**config.mk**
```make
export PLATFORM = sky130hd
export DESIGN_NAME = spi_arbiter
export DESIGN_NICKNAME = d
export VERILOG_FILES = /design/src/rtl/spi_arbiter.sv
export SDC_FILE = /design/constraint.sdc
export NUM_CORES = 1
export LEC_CHECK = 0
export ABC_AREA = 1
export CAP_MARGIN = 10
export CELL_PAD_IN_SITES_DETAIL_PLACEMENT = 0
export CELL_PAD_IN_SITES_GLOBAL_PLACEMENT = 1
export CORE_MARGIN = 2
export CORE_UTILIZATION = 27
export CTS_CLUSTER_DIAMETER = 120
export DETAILED_ROUTE_END_ITERATION = 8
export GPL_TIMING_DRIVEN = 0
export PLACE_DENSITY = 0.63
export REMOVE_ABC_BUFFERS = 1
export SLEW_MARGIN = 30
export SYNTH_ARGS = -nofsm -noshare
export SYNTH_HDL_FRONTEND = slang
export SYNTH_SLANG_ARGS = --single-unit
```
**constraint.sdc**
```tcl
create_clock -name clk -period 2.8 [get_ports clk]
set_input_delay 0.7 -clock clk [delete_from_list [all_inputs] [get_ports clk]]
set_output_delay 0.7 -clock clk [all_outputs]
set_load 0.1 [all_outputs]
```
**src/rtl/spi_arbiter.sv**
```systemverilog
// Shares one spi_controller between the core MMIO byte path and the CRAS word spill/fill path.
// CRAS words become 4-byte SPI RAM command + 4 data bytes, LSB first.
module spi_arbiter #(
  parameter logic [7:0]  READ_CMD  = 8'h03,
  parameter logic [7:0]  WRITE_CMD = 8'h02,
  parameter int unsigned IDLE_CYC  = 2
) (
  input  logic        clk,
  input  logic        Rst,
  input  logic        m_spi_wr,
  input  logic        m_spi_rd,
  input  logic [7:0]  m_spi_din,
  input  logic        m_spi_ignore_response,
  output logic [7:0]  m_spi_dout,
  output logic        m_data_avail,
  output logic        m_buffer_empty,
  output logic        m_buffer_full,
  output logic        m_blocked,
  input  logic        ras_rd,
  input  logic        ras_wr,
  input  logic [31:0] ras_addr,
  input  logic [31:0] ras_din,
  output logic [31:0] ras_dout,
  output logic        ras_rdy,
  output logic        spi_wr,
  output logic        spi_rd,
  output logic [7:0]  spi_din,
  output logic        spi_ignore_response,
  input  logic [7:0]  spi_dout,
  input  logic        spi_data_avail,
  input  logic        spi_buffer_empty,
  input  logic        spi_buffer_full,
  output logic        ras_busy
);

  localparam int unsigned IdleW = (IDLE_CYC > 1) ? $clog2(IDLE_CYC) : 1;

  typedef enum logic [2:0] {StIdle, StCore, StCmd, StData, StDrain, StDone} state_e;

  state_e           r_state;
  logic [2:0]       r_cnt;
  logic [IdleW-1:0] r_idle;
  logic [23:0]      r_addr;
  logic [31:0]      r_din;
  logic             r_is_wr;
  logic [23:0]      r_rbuf;
  logic [31:0]      r_ras_dout;

  logic       w_core_stb, w_ras_req, w_spi_quiet, w_grant, w_core_own;
  logic       w_push, w_pop, w_last;
  logic [7:0] w_tx_byte;
  logic       w_unused_addr;

  assign w_unused_addr = ^ras_addr[31:24];  // SPI RAM uses 24-bit addressing

  assign w_core_stb  = m_spi_wr | m_spi_rd;
  assign w_ras_req   = ras_rd | ras_wr;
  assign w_spi_quiet = spi_buffer_empty & ~spi_data_avail;
  assign w_grant     = (r_state == StIdle) & w_ras_req & w_spi_quiet;
  assign w_core_own  = ((r_state == StIdle) & ~w_grant) | (r_state == StCore);
  assign w_push      = ((r_state == StCmd) | (r_state == StData)) & ~spi_buffer_full & ~Rst;
  assign w_pop       = (r_state == StDrain) & ~r_is_wr & spi_data_avail & ~Rst;
  assign w_last      = (r_cnt == 3'd3);

  assign m_spi_dout = spi_dout;
  assign ras_dout   = r_ras_dout;
  assign ras_rdy    = ~Rst & (r_state == StDone);
  assign ras_busy   = ~Rst & ~((r_state == StIdle) | (r_state == StCore));

  always_comb begin
    w_tx_byte = 8'h00;
    if (r_state == StCmd) begin
      case (r_cnt)
        3'd0:    w_tx_byte = r_is_wr ? WRITE_CMD : READ_CMD;
        3'd1:    w_tx_byte = r_addr[23:16];
        3'd2:    w_tx_byte = r_addr[15:8];
        default: w_tx_byte = r_addr[7:0];
      endcase
    end else if ((r_state == StData) && r_is_wr) begin
      case (r_cnt)
        3'd0:    w_tx_byte = r_din[7:0];
        3'd1:    w_tx_byte = r_din[15:8];
        3'd2:    w_tx_byte = r_din[23:16];
        default: w_tx_byte = r_din[31:24];
      endcase
    end
  end

  always_comb begin
    spi_wr              = 1'b0;
    spi_rd              = 1'b0;
    spi_din             = 8'h00;
    spi_ignore_response = 1'b1;
    m_buffer_full       = 1'b1;
    m_buffer_empty      = 1'b0;
    m_data_avail        = 1'b0;
    m_blocked           = 1'b0;
    if (w_core_own) begin
      spi_wr              = m_spi_wr & ~Rst;
      spi_rd              = m_spi_rd & ~Rst;
      spi_din             = m_spi_din;
      spi_ignore_response = m_spi_ignore_response;
      m_buffer_full       = spi_buffer_full;
      m_buffer_empty      = spi_buffer_empty;
      m_data_avail        = spi_data_avail;
    end else begin
      spi_wr              = w_push;
      spi_rd              = w_pop;
      spi_din             = w_tx_byte;
      spi_ignore_response = ~((r_state == StData) & ~r_is_wr);
      m_blocked           = w_core_stb & ~Rst;
    end
  end

  always_ff @(posedge clk) begin
    if (Rst) begin
      r_state    <= StIdle;
      r_cnt      <= 3'd0;
      r_idle     <= '0;
      r_addr     <= '0;
      r_din      <= '0;
      r_is_wr    <= 1'b0;
      r_rbuf     <= '0;
      r_ras_dout <= '0;
    end else begin
      case (r_state)
        StIdle: begin
          if (w_grant) begin
            r_state <= StCmd;
            r_addr  <= ras_addr[23:0];
            r_din   <= ras_din;
            r_is_wr <= ras_wr;
            r_cnt   <= 3'd0;
          end else if (w_core_stb) begin
            r_state <= StCore;
            r_idle  <= '0;
          end
        end
        StCore: begin
          // Ownership returns only after the controller has been quiet for IDLE_CYC cycles
          if (w_core_stb || !w_spi_quiet) begin
            r_idle <= '0;
          end else if (r_idle == IdleW'(IDLE_CYC - 1)) begin
            r_idle  <= '0;
            r_state <= StIdle;
          end else begin
            r_idle <= r_idle + IdleW'(1);
          end
        end
        StCmd, StData: begin
          if (w_push) begin
            if (w_last) begin
              r_cnt   <= 3'd0;
              r_state <= (r_state == StCmd) ? StData : StDrain;
            end else begin
              r_cnt <= r_cnt + 3'd1;
            end
          end
        end
        StDrain: begin
          if (r_is_wr) begin
            if (spi_buffer_empty) r_state <= StDone;
          end else if (w_pop) begin
            r_rbuf <= {spi_dout, r_rbuf[23:8]};
            if (w_last) begin
              r_cnt      <= 3'd0;
              r_ras_dout <= {spi_dout, r_rbuf};
              r_state    <= StDone;
            end else begin
              r_cnt <= r_cnt + 3'd1;
            end
          end
        end
        StDone:  r_state <= StIdle;
        default: r_state <= StIdle;
      endcase
    end
  end

endmodule

```
======== Yosys cells after proc, flatten, opt, wreduce, memory -nomap -nowiden ========
Index checks and enable logic that the tools add are counted.
operators by class
  add/subtract/negate cells ............... 2
  equality and inequality tests ........... 21
  multiplexer cells ....................... 36
  bitwise logic cells ..................... 27
  reductions and logical operators ........ 14
operator list
  operator               count
  $mux W3                16
  $pmux W8 S3            2
  $mux W8                3
  $ne A2 B2 Y1 const B   9
  $and A1 B1 Y1          15
  $eq A3 B2 Y1 const B   4
  $mux W1                12
  $ne A3 B3 Y1 const B   4
  $pmux W3 S4            1
  $pmux W3 S3            1
  $reduce_and A8 Y1      1
  $not A1 Y1             7
  $eq A3 B1 Y1 const B   2
  $eq A3 B3 Y1 const B   2
  $logic_not A3 Y1       2
  $reduce_and A3 Y1      2
  $or A1 B1 Y1           5
  $reduce_and A5 Y1      1
  $reduce_and A4 Y1      1
  $add A3 B1 Y3 const B  1
  $reduce_bool A3 Y1     1
  $pmux W1 S2            1
  $reduce_and A2 Y1      1
  $reduce_bool A2 Y1     1
  5 further kinds        5
word-level totals
  register bits ........................... 120
  output and inout port bits .............. 57
  word-level logic and storage cells ...... 108

======== Logic depth before layout (Yosys ltp) ========
Gate-level depths: netlist (run 1).
  word-level depth ........................ 7
  depth in mapped cells ................... 9
  depth with buffers taken out ............ 9

======== Least setup slack after synthesis (run 1) ========
Ideal clock, no wire load.
  kind .................................... input port to output port
  start point ............................. input port spi_buffer_empty
  end point ............................... output port m_blocked
  arrival ................................. 3.385 ns
  required time ........................... 2.100 ns
  slack ................................... -1.285 ns
  stages on the path ...................... 7
  buffers on the path ..................... 1
  path through ............................ inv_1 -> nor2_1 -> nand2_1 -> nand2_1 -> nand2_1 -> buf_2 -> nor3_1
between the ends
  word-level cells in the longest chain between the ends .. 6
RTL lines
  what                RTL line  RTL
  start: declaration  31        input logic spi_buffer_empty,
  $and A1 B1 Y1       58        assign w_spi_quiet = spi_buffer_empty & ~spi_data_avail;
  $and A1 B1 Y1       59        assign w_grant = (r_state == StIdle) & w_ras_req & w_spi_quiet;
  $not A1 Y1          60        assign w_core_own = ((r_state == StIdle) & ~w_grant) | (r_state == StCore);
  $and A1 B1 Y1       60
  $or A1 B1 Y1        60
  $mux W1             98        if (w_core_own) begin
  end: declaration    18        output logic m_blocked,
Every way passes these cells.

======== Worst setup path after layout (run 1) ========
  start point ............................. register r_cnt[1]
  end point ............................... output port spi_din[0]
between the ends
  word-level cells in the longest chain between the ends .. 5
RTL lines
  what                                        RTL line  RTL
  start: declaration                          41        logic [2:0] r_cnt;
  start signal: assignment                    156       r_cnt <= r_cnt + 3'd1;
  start signal: assignment                    170       r_cnt <= r_cnt + 3'd1;
  $eq A3 B2 Y1, or another cell as far along  73, 80
  $pmux W8 S3                                 80        case (r_cnt)
  $mux W8                                     79        end else if ((r_state == StData) && r_is_wr) begin
  $mux W8 *                                   72        if (r_state == StCmd) begin
  $mux W8 *                                   98
  end: declaration                            27        output logic [7:0] spi_din,
Mark *: on every way between the ends. The rest lies on a longest branch, timed or not.

==> impl_metrics.csv, run 1 <==
group,metric,value,unit
clocking,cts_max_level,4,
route,final_antenna_net_count,0,
power_and_ir_drop,power.static_leakage,3.175,nW
setup_path,setup.worst_path.class,"reg -> out",
final_layout,layoutNonFillerInstCount,1123,
setup_path,timing.critical_path.to_type,"output port",
final_layout,postLayoutCellArea,8051,sq um
synth,synthesis.area_per_instance,7.576,sq um
floorplan,num_io_pins,147,
flow_run,cap_viol_max_count,0,
status,failed_checks,"setup timing",
route,drcViolationCount,0,
setup_path,startpoint,"r_cnt[1]",
global_routing,first_global_vias,4825,
min_path,hold_path_startpoint,"r_addr[7]",
timing,slew_headroom,32.10,%
timing,clock-skew-final,5.252,ps
power_and_ir_drop,irDropWorstVdd,0.6621,mV
clocking,clockRootBuffer,"clkbuf_16",
place,dpl-instance-area,6751,sq um
route,wl,16760,um
min_path,holdCritPathClass,"reg -> reg",
setup_path,rr_endpoint,"ras_dout[13]",
final_layout,final_util,41.78,%
floorplan,core-area,19270,sq um
global_routing,globalRoute.totalOverflow,0,
place,dp_cells,1052,
synth,async_reset_ff_share,0,%
final_layout,fin_nets,939,
synth,synth_enable_flop_cells,0,
timing,report.final.setup_viol,1,
place,dp.final_hpwl,10150,um
clocking,clock_latency,410,ps
floorplan,die_x,143.4,um
global_routing,grt_antenna_before_repair,0,
setup_path,r2r.worst_path.cells,8,
place,routabilityCongestion,0.8123,
final_layout,area_delta_synth_final,53.36,%
power_and_ir_drop,p_per_area,883.6,nW/um^2
timing,max_slew.worst_pin.slew,1015,ps
floorplan,placementRows,51,
synth,synth-warning-count,0,
min_path,hold_path_stages,2,
route,via_per_inst,4.521,
floorplan,starting_density,27.24,%
route,avgRoutedWirePerCell,14.93,um
floorplan,die_y,143.4,um
clocking,cts.sink_count,120,
synth,netlist_area_before_placement,5250,sq um
global_routing,grt_pass1_wl,25330,um
synth,post_synth_and_or_nand_nor_area_fraction,25.29,%
route,drt_pre_antenna_iters,4,
timing,rsz0062_at_grt,"true",
synth,post_synthesis_instance_total,693,
clocking,clk_pin_slew,60,ps
timing,finalHoldViolations,0,
floorplan,die-area,20580,sq um
setup_path,ff2ff_setup_slack,490,ps
synth,netlist-cell-type-count,28,
synth,synthFlopType,"dfxtp_1",
min_path,hold_path_end,"r_addr[7]",
synth,yosys.area_share.xor_xnor,0,%
timing,timing_max_transition_violations_final,0,
global_routing,grt_start_max_net_pins,65,
clocking,bufs_on_longest_clock_path,2,
synth,yosysSeqAreaShare,45.76,%
synth,synth_seq_cells,120,
final_layout,share_of_post_route_cells_with_drive_strength_above_1,22.84,%
route,drt-initial-drc-count,273,
setup_path,cp_data_arrival_time,2110,ps
status,run_status,"finished with violations",
setup_path,crit_fanout,4,
clocking,cts_tree,"yes",
global_routing,grt_usage,15.77,%
timing,hold_slack,455.5,ps
synth,synth_compound_gate_area_share,18.80,%
timing,finalWorstPathRequiredPeriod,2806,ps
timing,achievable-frequency,0.3564,GHz
timing,final.period_utilization,100.2,%
place,port_buffers,138,
setup_path,critPathLaunchType,"register",
synth,synth_top_family_by_area,"simple AND/OR/NAND/NOR gates",
synth,synth_mux_area_share,0,%
setup_path,crit_required,2100,ps
timing,tns,-5.669,ps
synth,yosys.area_share.adder,0.9533,%
timing,fin_ws,-5.669,ps
route,routed-via-count,5077,
clocking,tritoncts.num_buffers,17,
final_layout,antenna_cells_inserted,0,
setup_path,critical_register_to_register_path_startpoint,"r_state[0]",
## registers in the layout, indices dropped and copies added, names as in the netlist
register	count
r_addr	24
r_idle	1
r_is_wr	1
ras_dout	32
r_rbuf	24
r_din	32
r_cnt	3
r_state	3
## synthesized netlist by cell type (2+ instances only)
master,instances,share of area [%]
a21oi_1,38,3.6
a22o_1,6,1.0
buf_2,14,1.3
buf_4,9,1.3
buf_6,6,1.3
clkbuf_1,16,1.1
clkinv_1,2,0.14
dfxtp_1,120,46
ha_1,4,0.95
inv_1,52,3.7
inv_2,3,0.21
nand2_1,99,7.1
nand3_1,23,2.2
nand3_2,21,4.0
nand4_1,10,1.2
nor2_1,130,9.3
nor2_2,4,0.48
nor2_4,3,0.64
nor3_1,3,0.29
o211ai_1,2,0.29
o21ai_0,95,9.1
o21ai_1,4,0.38
o21ai_2,24,4.0
## critical path, stage by stage (launching register included)
cell and delay [ps]:
dfxtp_4 370, inv_4 60, ha_4 130, nand2_4 60, buf_6 120, clkinvlp_4 100
buf_6 130, nand2_2 40, o211ai_1 100, nor2_1 70, o211ai_1 240, buf_6 270
## timing repair
action,4_1_cts,5_1_grt
setup endpoints to repair,60,39
resized for setup,195,50
cloned,3,3
hold buffers,0,0
buffers inserted,23,10
pin swaps,14,25
## routing by layer
metal / vias up / track usage, % / wire [um] / share of wire, %
met5: - / 0 / 0 / 0
met4: 0 / 6.398 / 247 / 1.5
met3: 20 / 2.832 / 682 / 4.1
met2: 121 / 25.34 / 8150 / 49
met1: 2356 / 20.92 / 7681 / 46
li1: 2580 / - / - / -
## area by class of cell
cell class	instances	area, sq um
tap	265	331.6
multi-input combinational	472	2618
timing repair inverter	4	32.53
clock inverter	13	155.1
fill	1986	11220
timing repair buffer	173	1808
clock buffer	19	432.9
sequential	120	2411
inverter	57	262.8
## report_power, final
part	total, W	switching [W]	internal (W)
registers	0.00201	0.000119	0.00189
logic	0.00292	0.00191	0.00101
clock network	0.00219	0.000798	0.00139
total	0.00711	0.00283	0.00429
## through the flow
stage | setup WS, ps | total power, W
6_report | -5.669 | 0.007114
5_1_grt | -142.8 | 0.007453
4_1_cts | -148.6 | 0.006889
3_5_place_dp | -1909 | 0.004181
3_3_place_gp | -5270 | 0.004157
2_1_floorplan | -2067 | 0.003459
## cells by family (layout without fill, tap and decap cells)
family | Yosys count | in the layout
and+or+nand+nor | 294 | 296
AOI/OAI and AO/OA | 172 | 172
DFF | 120 | 120
buffers and inverters | 103 | 266
adders and majority gates | 4 | 4
## layout by cell type (no fill, tap or decap), types with 4 or more instances in the layout
cell type and count:
clkdlybuf4s50_1 108, inv_4 5, dfxtp_1 117, a22o_1 6, dlygate4sd2_1 7, nand2_2 8
nor2_2 4, nor2_1 127, o21ai_2 29, buf_4 25, nand3_1 14, clkbuf_16 17
nand4_1 10, nand2_8 4, inv_1 43, clkinv_2 5, o21ai_0 88, buf_12 12
nand3_2 29, clkinvlp_4 8, nand2_1 86, o21ai_1 6, inv_2 4, a21oi_1 38
buf_6 11, nor2_4 6
## how the worst max path moves through the flow
stage	to	slack, ps
2_1_floorplan	spi_wr	-2070
3_3_place_gp	spi_rd	-5270
3_5_place_dp	spi_rd	-1910
4_1_cts	spi_rd	-150
5_1_grt	spi_din[6]	-140
6_report	spi_din[0]	-6
(Power assumes the default switching activity.)
==> run 2, diff against run 1 <==
--- a/config.mk
+++ b/config.mk
@@ -14,7 +14,7 @@
 export CTS_CLUSTER_DIAMETER = 120
 export DETAILED_ROUTE_END_ITERATION = 8
 export GPL_TIMING_DRIVEN = 0
-export PLACE_DENSITY = 0.63
+export PLACE_DENSITY_LB_ADDON = 0.08
 export REMOVE_ABC_BUFFERS = 1
 export SLEW_MARGIN = 30
 export SYNTH_ARGS = -nofsm -noshare
==> impl_metrics.csv, run 2 (synthesized netlist as in run 1, its figures left out) <==
group,metric,value,unit
setup_path,timing.critical_path.to_type,"output port",
min_path,hold_path_stages,2,
route,wl,16750,um
clocking,cts_max_level,4,
timing,hold_slack,453.0,ps
power_and_ir_drop,clock_power_share,28.0,%
route,drt-initial-drc-count,267,
timing,slew_headroom,32.23,%
setup_path,r2r.worst_path.cells,7,
global_routing,globalRoute.totalOverflow,0,
clocking,cts_hold_buf,0,
floorplan,starting_density,27.24,%
timing,timing_max_transition_violations_final,0,
place,dp_cells,1052,
status,run_status,"finished with violations",
floorplan,placementRows,51,
min_path,holdCritPathClass,"reg -> reg",
power_and_ir_drop,net_switching_share_of_the_total_power,39.58,%
setup_path,worst_path_largest_cell_delay,350,ps
timing,achievable-frequency,0.3558,GHz
floorplan,core-area,19270,sq um
global_routing,grt_usage,16.15,%
route,drt_pre_antenna_iters,4,
global_routing,grt_antenna_before_repair,0,
setup_path,critical_path.n_buffers_inverters,4,
timing,clock-skew-final,5.279,ps
setup_path,crit_fanout,6,
power_and_ir_drop,irDropWorstVdd,0.5380,mV
power_and_ir_drop,p_per_area,872.3,nW/um^2
place,routabilityCongestion,0.8119,
floorplan,die_y,143.4,um
final_layout,share_of_post_route_cells_with_drive_strength_above_1,22.29,%
place,dp.final_hpwl,10020,um
setup_path,cp_data_arrival_time,2110,ps
place,dpl-instance-area,6759,sq um
timing,tns,-10.47,ps
min_path,hold_path_startpoint,"r_addr[5]",
timing,rsz0062_at_grt,"true",
final_layout,fin_nets,933,
clocking,cts.sink_count,120,
power_and_ir_drop,internal-power,0.004206,W
setup_path,critical_register_to_register_path_startpoint,"r_state[2]",
route,final_antenna_net_count,0,
clocking,bufs_on_longest_clock_path,2,
clocking,cts_tree,"yes",
setup_path,crit_required,2100,ps
final_layout,area_delta_synth_final,52.00,%
final_layout,postLayoutCellArea,7980,sq um
flow_run,cap_viol_max_count,0,
setup_path,critical_path.slowest_cell,"dfxtp_4",
timing,report.final.setup_viol,1,
setup_path,ff2ff_setup_slack,470,ps
power_and_ir_drop,total_switching_power,0.002755,W
setup_path,setup.worst_path.class,"reg -> out",
timing,fin_ws,-10.47,ps
floorplan,die_x,143.4,um
route,via_per_inst,4.486,
power_and_ir_drop,combPwrFrac,43.2,%
clocking,tritoncts.num_buffers,17,
final_layout,layoutNonFillerInstCount,1113,
global_routing,grt_pass1_wl,25400,um
timing,final.period_utilization,100.4,%
timing,max_slew.worst_pin.slew,1013,ps
route,routed-via-count,4993,
final_layout,commonest_non_fill_non_tap_cell_in_the_layout,"nor2_1",
final_layout,final_cell_mix,"nor2_1, dfxtp_1, clkdlybuf4s50_1, o21ai_0, nand2_1",
floorplan,num_io_pins,147,
clocking,clk_pin_slew,50,ps
power_and_ir_drop,seq_power_share,28.8,%
floorplan,die-area,20580,sq um
final_layout,antenna_cells_inserted,0,
clocking,clockRootBuffer,"clkbuf_16",
global_routing,grt_start_max_net_pins,65,
route,drcViolationCount,0,
timing,finalWorstPathRequiredPeriod,2810,ps
setup_path,rr_endpoint,"ras_dout[12]",
status,failed_checks,"setup timing",
place,port_buffers,138,
clocking,clock_latency,410,ps
min_path,hold_path_end,"r_addr[5]",
global_routing,first_global_vias,4850,
setup_path,path_depth,11,
power_and_ir_drop,power.static_leakage,3.154,nW
setup_path,worstPathCellList,"buf_12, ha_4, nand2_4, buf_6, nand3_4, clkinv_8, nand2_4, nand4_1, nand2_2, o211ai_1, buf_6",
timing,finalHoldViolations,0,
route,avgRoutedWirePerCell,15.04,um
setup_path,crit_family,"buffers and inverters",
setup_path,critPathLaunchType,"register",
-- run 2: changes by cell type in the layout (fill, tap and decap cells not counted), sizes merged --
cell,previous run,this run
buf,53,47
clkdlybuf4s50,108,109
bufinv,3,0
clkdlybuf4s15,2,4
clkinvlp,8,3
clkbuf,21,28
dlygate4sd2,7,3
inv,54,52
-- run 2: worst max-delay path by stage --
stage / start / endpoint / slack [ps]
after detailed placement: Rst / spi_rd / -1990
final: r_cnt[1] / spi_din[0] / -10
after floorplan: Rst / spi_wr / -2070
after CTS: r_state[1] / spi_din[0] / -10
after global routing: r_cnt[1] / spi_din[0] / -120
after global placement: Rst / spi_rd / -5370
-- run 2: final cells by class --
type / count / area [sq um]
clock inverters: 4 / 20.02
repair inverters: 3 / 26.28
inverters: 57 / 255.2
well taps: 265 / 331.6
clock buffers: 24 / 501.7
multi-input cells: 472 / 2616
repair buffers: 168 / 1818
fillers: 2009 / 11290
flip-flops and latches: 120 / 2411
-- run 2: per-layer routing --
| metal | vias to the layer above | track usage [%] | share of wire [%] |
|---|---|---|---|
| li1 | 2549 | - | - |
| met1 | 2320 | 20.94 | 46 |
| met2 | 108 | 26.92 | 48 |
| met3 | 16 | 4.132 | 4.6 |
| met4 | 0 | 3.870 | 1.0 |
| met5 | - | 0 | 0 |
-- run 2: worst register-to-register path, stage by stage, from the launching register on --
cell and delay, ps:
dfxtp_1 480, nand2_2 150, nor2_4 220, nand3_4 270, nor2_4 490, inv_4 370, nand3_2 170, o21ai_2 60
-- run 2: power by group through the flow --
stage               combinational, W  clock [W]  sequential [W]
finish                       0.00301    0.00195         0.00200
global route                 0.00322    0.00207         0.00202
CTS                          0.00284    0.00199         0.00199
detailed placement           0.00218          0         0.00201
global placement             0.00216          0         0.00201
floorplan                    0.00146          0         0.00200
-- run 2: through the flow --
step	worst slack (ps)	utilization, %	power [W]
finish	-10.47	41.41	0.006961
global route	-121.6	41.41	0.007317
CTS	-13.02	40.44	0.006824
detailed placement	-1987	35.07	0.004197
global placement	-5375	34.74	0.004168
floorplan	-2067	-	0.003459
-- run 2: repair_timing --
action                     in CTS  in global routing
cloned                          4                  1
pin swaps                      12                 17
resized for setup             205                 47
setup endpoints to repair      67                 21
buffers inserted               20                  8
==> run 3, diff against run 2 <==
--- a/config.mk
+++ b/config.mk
@@ -5,7 +5,6 @@
 export SDC_FILE = /design/constraint.sdc
 export NUM_CORES = 1
 export LEC_CHECK = 0
-export ABC_AREA = 1
 export CAP_MARGIN = 10
 export CELL_PAD_IN_SITES_DETAIL_PLACEMENT = 0
 export CELL_PAD_IN_SITES_GLOBAL_PLACEMENT = 1
==> impl_metrics.csv, run 3 <==
group,metric,value,unit
timing,timing_max_transition_violations_final,0,
floorplan,starting_density,27.50,%
setup_path,ff2ff_setup_slack,370,ps
final_layout,share_of_post_route_cells_with_drive_strength_above_1,15.70,%
setup_path,startpoint,"r_cnt[1]",
final_layout,final_util,41.01,%
synth,async_reset_ff_share,0,%
clocking,tritoncts.num_buffers,17,
timing,finalHoldViolations,0,
final_layout,fill_cells,1938,
place,dp.final_hpwl,10020,um
synth,synth.cells.most_frequent,"nand2_1, a21oi_1, dfxtp_1, nor2_1, clkbuf_1",
route,routed-via-count,4929,
final_layout,fin_nets,890,
global_routing,grt_usage,16.21,%
setup_path,cp_data_arrival_time,2210,ps
timing,rsz0062_at_grt,"true",
floorplan,num_io_pins,147,
timing,slew_headroom,34.78,%
floorplan,die-area,20170,sq um
route,drt_pre_antenna_iters,4,
setup_path,critPathLaunchType,"register",
synth,synth.top_cell.area_share,46.70,%
clocking,clock_latency,410,ps
setup_path,crit_required,2100,ps
route,via_per_inst,4.726,
clocking,cts.sink_count,120,
clocking,bufs_on_longest_clock_path,2,
setup_path,crit_path_end,"spi_din[5]",
setup_path,timing.critical_path.to_type,"output port",
route,final_antenna_net_count,0,
synth,netlist-cell-type-count,47,
timing,achievable-frequency,0.3440,GHz
floorplan,placementRows,50,
power_and_ir_drop,p_per_area,724.3,nW/um^2
global_routing,grt_pass1_wl,25590,um
timing,max_slew.worst_pin.slew,975.2,ps
route,wl,16120,um
synth,synth_seq_cells,120,
final_layout,antenna_cells_inserted,0,
setup_path,setup.worst_path.class,"reg -> out",
setup_path,rr_endpoint,"ras_dout[11]",
place,routabilityCongestion,0.7474,
route,drcViolationCount,0,
synth,synthesis.area_per_instance,7.689,sq um
route,avgRoutedWirePerCell,15.45,um
synth,netlist_area_before_placement,5144,sq um
synth,post_synthesis_instance_total,669,
final_layout,commonest_non_fill_non_tap_cell_in_the_layout,"nand2_1",
clocking,clockRootBuffer,"clkbuf_16",
clocking,cts_hold_buf,0,
power_and_ir_drop,power.total,0.005556,W
setup_path,crit_fanout,6,
floorplan,core-area,18710,sq um
power_and_ir_drop,irDropWorstVdd,0.4036,mV
place,dpl_worst_slack,-1684,ps
synth,post-synth-top-count-cell,"nand2_1",
timing,clock-skew-final,6.180,ps
timing,finalWorstPathRequiredPeriod,2907,ps
timing,hold_slack,444.0,ps
final_layout,area_delta_synth_final,49.14,%
synth,yosysSeqAreaShare,46.70,%
timing,report.final.setup_viol,8,
power_and_ir_drop,power.static_leakage,2.634,nW
clocking,cts_tree,"yes",
timing,fin_ws,-106.7,ps
final_layout,final_cell_mix,"nand2_1, a21oi_1, dfxtp_1, clkdlybuf4s50_1, nor2_1",
min_path,holdCritPathClass,"reg -> reg",
status,run_status,"finished with violations",
global_routing,first_global_vias,4854,
status,failed_checks,"setup timing",
synth,synth-warning-count,0,
synth,ys_top_cells_by_area,"dfxtp_1, nand2_1, a21oi_1",
clocking,cts_max_level,4,
global_routing,grt_antenna_before_repair,0,
synth,synthFlopType,"dfxtp_1",
floorplan,die_y,142.0,um
global_routing,globalRoute.totalOverflow,0,
setup_path,critical_register_to_register_path_startpoint,"r_state[1]",
floorplan,die_x,142.0,um
synth,synth_largest_area_cell,"dfxtp_1",
timing,final.period_utilization,103.8,%
setup_path,r2r.worst_path.cells,6,
synth,synth_enable_flop_cells,0,
route,drt-initial-drc-count,262,
clocking,clk_pin_slew,60,ps
flow_run,cap_viol_max_count,0,
place,port_buffers,138,
global_routing,grt_start_max_net_pins,74,
-- run 3: metal layers --
| layer | GRT usage (%) | wire, um | vias to the layer above |
|---|---|---|---|
| met5 | 0 | 0 | - |
| met4 | 4.421 | 149 | 0 |
| met3 | 3.903 | 670 | 14 |
| met2 | 26.93 | 7597 | 111 |
| met1 | 21.05 | 7701 | 2305 |
| li1 | - | - | 2499 |
-- run 3: worst min path at each step --
stage               cells after the start  slack, ps    startpoint      endpoint
global route                            2        460  ras_dout[13]  ras_dout[13]
detailed placement                      2        440     r_rbuf[3]   ras_dout[3]
CTS                                     2        450     r_rbuf[6]   ras_dout[6]
finish                                  2        440     r_rbuf[6]   ras_dout[6]
floorplan                               2        430     r_rbuf[0]   ras_dout[0]
global placement                        2        440     r_rbuf[2]   ras_dout[2]
-- run 3: power by group --
| group | internal, W | switching [W] |
|---|---|---|
| sequential | 0.00179 | 0.0000921 |
| clock | 0.00144 | 0.000793 |
| combinational | 0.000513 | 0.000929 |
-- run 3: kinds of logic after synthesis --
kind of cell | Yosys count | synth area share, %
muxes | 3 | 0.5838
DFF | 120 | 46.70
and+or+nand+nor | 300 | 24.54
AOI/OAI and AO/OA | 178 | 19.95
buffers and inverters | 64 | 7.249
adders and majority gates | 4 | 0.9730
-- run 3: metrics by stage --
stage          area [sq um]  std cells  setup TNS, ps
2_1_floorplan          4797        612         -10440
3_3_place_gp           6471        984        -294260
3_5_place_dp           6568        987         -33770
4_1_cts                7487       1037          -1077
5_1_grt                7671       1043          -1459
6_report               7671       1043         -659.3
-- run 3: timing repair --
action,4_1_cts,5_1_grt
cloned,1,1
gates resized for setup,168,32
endpoints found under the hold margin,0,0
pin swaps,20,9
buffers inserted,17,5
setup endpoints to repair,25,37
-- run 3: worst max-delay path: stages (launching register included) --
cell     delay [ps]
dfxtp_4         380
inv_4            50
ha_4            180
nor3_2          170
or2_4           180
nor2b_4         170
buf_12          140
a21oi_4          70
a31oi_2         200
buf_6           250
-- run 3: final cells by class --
| cell class | count | area, sq um | share of cell area [%] |
|---|---|---|---|
| Clock buffer | 20 | 456.7 | 5.953 |
| Clock inverter | 12 | 148.9 | 1.941 |
| Inverter | 7 | 31.28 | 0.4078 |
| Multi-Input combinational cell | 487 | 2630 | 34.28 |
| Sequential cell | 120 | 2420 | 31.54 |
| Tap cell | 234 | 292.8 | 3.817 |
| Timing Repair Buffer | 163 | 1692 | 22.05 |
